**config.mk**
```make
export PLATFORM = sky130hd
export DESIGN_NAME = adder
export DESIGN_NICKNAME = d
export VERILOG_FILES = /design/src/rtl/adder.sv
export SDC_FILE = /design/constraint.sdc
export NUM_CORES = 1
export LEC_CHECK = 0
export ABC_AREA = 1
export BUFFER_PORTS_ARGS = -buffer_cell sky130_fd_sc_hd__buf_2
export CORE_MARGIN = 5
export CORE_UTILIZATION = 25
export DETAILED_ROUTE_END_ITERATION = 16
export SYNTH_ARGS = -nofsm -noshare
export SYNTH_HDL_FRONTEND = slang
export SYNTH_SLANG_ARGS = --single-unit
```
**constraint.sdc**
```tcl
create_clock -name aclk -period 2.2 [get_ports aclk]
set_input_delay 0.11 -clock aclk [delete_from_list [all_inputs] [get_ports aclk]]
set_output_delay 0.11 -clock aclk [all_outputs]
set_load 0.01 [all_outputs]
```
**src/rtl/adder.sv**
```systemverilog
// adder: WIDTH-bit registered up-counter with synchronous clear and
// increment, optional saturation at all-ones, async active-low reset.
//
// Ports:
//   aclk  - clock, all state updates on the rising edge
//   arstn - asynchronous active-low reset (release must be synchronized)
//   clr   - synchronous clear, wins over inc
//   inc   - synchronous increment request
//   out   - current count, driven straight from the register
module adder #(
    parameter int WIDTH    = 8,
    parameter bit SATURATE = 1'b0
) (
    input  logic             aclk,
    input  logic             arstn,
    input  logic             clr,
    input  logic             inc,
    output logic [WIDTH-1:0] out
);

    if (WIDTH < 1) begin : g_bad_width
        $error("adder: WIDTH must be at least 1");
    end

    logic [WIDTH-1:0] cnt_q;
    logic [WIDTH-1:0] cnt_d;

    // Clear first, then hold on idle, then saturate or wrap on increment.
    function automatic logic [WIDTH-1:0] next_val(
        input logic [WIDTH-1:0] cur,
        input logic             c,
        input logic             i
    );
        if (c) begin
            return '0;
        end
        if (!i) begin
            return cur;
        end
        if (SATURATE && (&cur)) begin
            return cur;
        end
        return cur + WIDTH'(1);
    endfunction

    assign cnt_d = next_val(cnt_q, clr, inc);

    always_ff @(posedge aclk or negedge arstn) begin
        if (!arstn) begin
            cnt_q <= '0;
        end else begin
            cnt_q <= cnt_d;
        end
    end

    assign out = cnt_q;

endmodule

```
# [Yosys cells after proc, flatten, opt, wreduce, memory -nomap -nowiden]
# Cells that the tools add are included.
[op_classes] add_sub_neg=1 mux=7 eq_ne=1
[ops] op="$mux W8" n=4
[ops] op="$add A8 B1 Y8 const B" n=1
[ops] op="$mux W1" n=3
[ops] op="$ne A3 B3 Y1 const B" n=1
[totals] register_bits=8 wordCells=10

# [Longest topological paths before layout]
[depth] depth_word=4 mapped_depth=6 mapped_depth_nobuf=6

# [Worst setup path after synthesis]
# OpenSTA, ideal clock, no wires.
[synth_timing] path_kind="reg2reg" startpoint="register cnt_q[0], in the netlist out[0]" endpoint="register cnt_q[6], in the netlist out[6]" synth_period_minus_slack_ns=1.138 path_stages_with_launch=7 setup_ns=0.119 arrival_ns=1.019 slack_ns=1.062 path_cell_list="dfrtp_1 > ha_1 > nand3_1 > nor2_2 > nand3_1 > nand2_1 > nor2_1"
[synth_between] elab_chain_cells=3
[synth_rtl] element="start: declaration" line_no="25" rtl="logic [WIDTH-1:0] cnt_q;"
[synth_rtl] element="start signal: assignment" line_no="52" rtl="cnt_q <= cnt_d;"
[synth_rtl] element="$add A8 B1 Y8" line_no="43" rtl="return cur + WIDTH'(1);"
[synth_rtl] element="$mux W8" line_no="40" rtl="if (SATURATE && (&cur)) begin"
[synth_rtl] element="$mux W8" line_no="37" rtl="if (!i) begin"
# Every way passes these cells.
# A chain may end at the register's enable or synchronous reset.

# [Worst setup path in the final report]
# Ends and elaborated chain as after synthesis.

==> impl_metrics.py <==
metrics = {
    "detailed_routing": {
        "drc": 0,
        "first_pass_iters": 3,
        "final_antenna_net_count": 0,
        "totalWireLength_um": 912,
        "vias": 382,
        "vias_per_cell": 4.659,
        "wl_per_cell_um": 11.12,
        "drt-initial-drc-count": 5,
    },
    "global_route": {
        "antenna_found_initial": 0,
        "grt_max_degree": 10,
        "gr-total-overflow": 0,
        "grt_pass1_vias": 390,
        "grt_usage": 0.08000,
        "grt_pass1_wl_um": 1580,
    },
    "sta": {
        "finalMaxSlewViolations": 0,
        "hold_viol_final": 0,
        "grt_setup_unrepaired": "false",
        "setup_viol": 0,
        "tns_ps": 0,
        "period_minus_slack_ps": 1195,
        "fin_crit_sh": 0.5431,
        "fmax_mhz": 836.9,
        "skew_ps": 1.320,
        "tightest_slew_ps": 274.7,
        "maxSlewHeadroom": 0.8169,
    },
    "pwr": {
        "leakage_nw": 0.2602,
        "p_sw_frac": 0.3027,
        "power_frac_seq": 0.500,
        "p_clk_frac": 0.321,
        "ir_drop_mv": 0.2928,
        "netSwitchingPower_w": 0.0001097,
        "combPwrFrac": 0.178,
        "totalPowerFinal_w": 0.0003624,
        "power.density_nw_per_um2": 698.0,
        "p_int_w": 0.0002527,
    },
    "logic_synthesis": {
        "seq_area_frac_synth": 0.4805,
        "ys.flop_type": "dfrtp_1",
        "ys_top_cells_by_count": "dfrtp_1, inv_1, nand2_1",
        "ys_seq_elements": 8,
        "syn_area_um2": 416.7,
        "yosysWarnings": 0,
        "async_reset_ff_frac": 1.000,
        "yosysTopAreaCell": "dfrtp_1",
        "synth.net_count": 57,
        "synth_top_area_frac": 0.4805,
        "synthCells": 52,
        "netlist_top_cells_area": "dfrtp_1, a21oi_1, inv_1, nand2_1, nand3_1",
        "synth-edff-count": 0,
        "ys_types": 15,
        "synth_area_per_cell_um2": 8.013,
    },
    "layout": {
        "largest_reg_flops": 8,
        "fillers": 175,
        "diodes": 0,
        "nets": 73,
        "drive_gt1_frac": 0.2879,
        "area_growth_pct": 24.62,
    },
    "critical_path": {
        "r2r-end": "out[6]$_DFFE_PN0P_",
        "required_ps": 2350,
        "crit_type": "flip-flop to flip-flop",
        "rr_worst_depth": 6,
        "r2r-start": "out[0]$_DFFE_PN0P_",
        "cp-start-kind": "flip-flop",
        "crit_start": "out[0]$_DFFE_PN0P_",
        "worstPathArrival_ps": 1340,
        "cp-end-kind": "flip-flop",
        "r2r_setup_slack_ps": 1010,
        "crit_fanout": 5,
    },
    "floorplanning": {
        "die_h_um": 50.83,
        "io_pins": 12,
        "initial_utilization": 0.2703,
        "rows": 14,
        "design.core.area_um2": 1541,
        "dieWidth_um": 50.83,
        "fp.dieArea_um2": 2583,
    },
    "place": {
        "dpl.hpwl_um": 682.2,
        "portBuffers": 11,
        "gp_congestion": 0.6720,
    },
    "clock_tree": {
        "cts_buffers": 3,
        "cts_tree": "yes",
        "h-tree-depth": 1,
        "path_clk_slew_ps": 60,
        "cts_root_buf": "clkbuf_4",
        "clock-sinks": 8,
        "clk_latency_ps": 260,
        "clock_path_buffers": 2,
    },
    "worst_hold_path": {
        "min_path_type": "input port to flip-flop",
        "min_from": "clr",
        "holdPathEnd": "out[0]$_DFFE_PN0P_",
        "worstHoldPathCells": 3,
    },
    "outcome": {
        "status": "finished clean",
    },
    "run": {
        "cap_violations": 0,
    },
}
==> kinds of logic after synthesis <==
kind of cell,after synthesis,synth area share
AOI/OAI and AO/OA,9,0.1081
adders and majority gates,1,0.03003
buffers and inverters,9,0.08408
DFF,8,0.4805
and+or+nand+nor,25,0.2973
==> through the flow <==
step | std cells | utilization | cell area (um2) | hold WS, ps | setup WS [ps]
floorplan | 52 | - | 416.7 | -185.6 | 1062
detailed placement | 78 | 0.3157 | 486.7 | -34.98 | 1014
global route | 82 | 0.3369 | 519.2 | 156.3 | 901.6
global placement | 78 | 0.3157 | 486.7 | -34.20 | 1041
CTS | 82 | 0.3369 | 519.2 | 133.6 | 999.9
finish | 82 | 0.3369 | 519.2 | 140.7 | 1005
==> how the worst max path moves through the flow <==
stage	to	slack, ps	depth (start not counted)
floorplan	out[6]$_DFFE_PN0P_	1060	6
global placement	out[6]$_DFFE_PN0P_	1040	6
detailed placement	out[6]$_DFFE_PN0P_	1010	6
CTS	out[6]$_DFFE_PN0P_	1000	6
global route	out[6]$_DFFE_PN0P_	900	6
finish	out[6]$_DFFE_PN0P_	1010	6
==> power groups by stage <==
stage	clock network [W]	logic (W)	registers [W]
after detailed placement	0	0.0000642	0.000184
after global placement	0	0.0000630	0.000182
after floorplan	0	0.0000305	0.000188
after global routing	0.000125	0.0000740	0.000185
after CTS	0.000121	0.0000656	0.000181
final	0.000117	0.0000646	0.000181
==> cells in the final DEF (no fill, tap or decap) <==
master | synthesis | final
nand4_1 | 1 | 1
nor2_1 | 6 | 6
nand3_2 | 1 | 1
buf_2 | 0 | 11
a21oi_1 | 6 | 6
dfrtp_1 | 8 | 8
or2_2 | 1 | 1
o21ai_0 | 3 | 3
dlygate4sd3_1 | 0 | 1
clkbuf_4 | 0 | 3
nand3_1 | 5 | 5
ha_1 | 1 | 1
nor2_2 | 1 | 1
nand2_1 | 8 | 8
nor2_4 | 1 | 1
nand2_2 | 1 | 1
inv_1 | 8 | 8
==> area by class of cell <==
type	instances	area, um2	share of cell area
sequential	8	200.2	0.3855
inverter	8	30.03	0.05783
clock buffer	3	22.52	0.04337
multi-input combinational	35	181.4	0.3494
tap	16	20.02	0.03855
timing repair buffer	12	65.06	0.1253
==> worst max-delay path, cell delays in order (launching register included) <==
cell and delay [ps]:
dfrtp_1 430, ha_1 200, nand3_1 130, nor2_2 150, nand3_1 80, nand2_1 70, nor2_1 40
==> repair_timing <==
action | in CTS | in global routing
endpoints found under the hold margin | 8 | 0
hold buffers | 1 | 0
setup buffers | 0 | 0
gates resized for setup | 0 | 0
==> per-layer routing <==
layer	vias up	global-route usage	part of all wire
li1	196	-	-
met1	172	0.08688	0.42
met2	11	0.1302	0.48
met3	3	0.02907	0.072
met4	0	0.05106	0.027
met5	-	0	0
(Power assumes the default switching activity.)
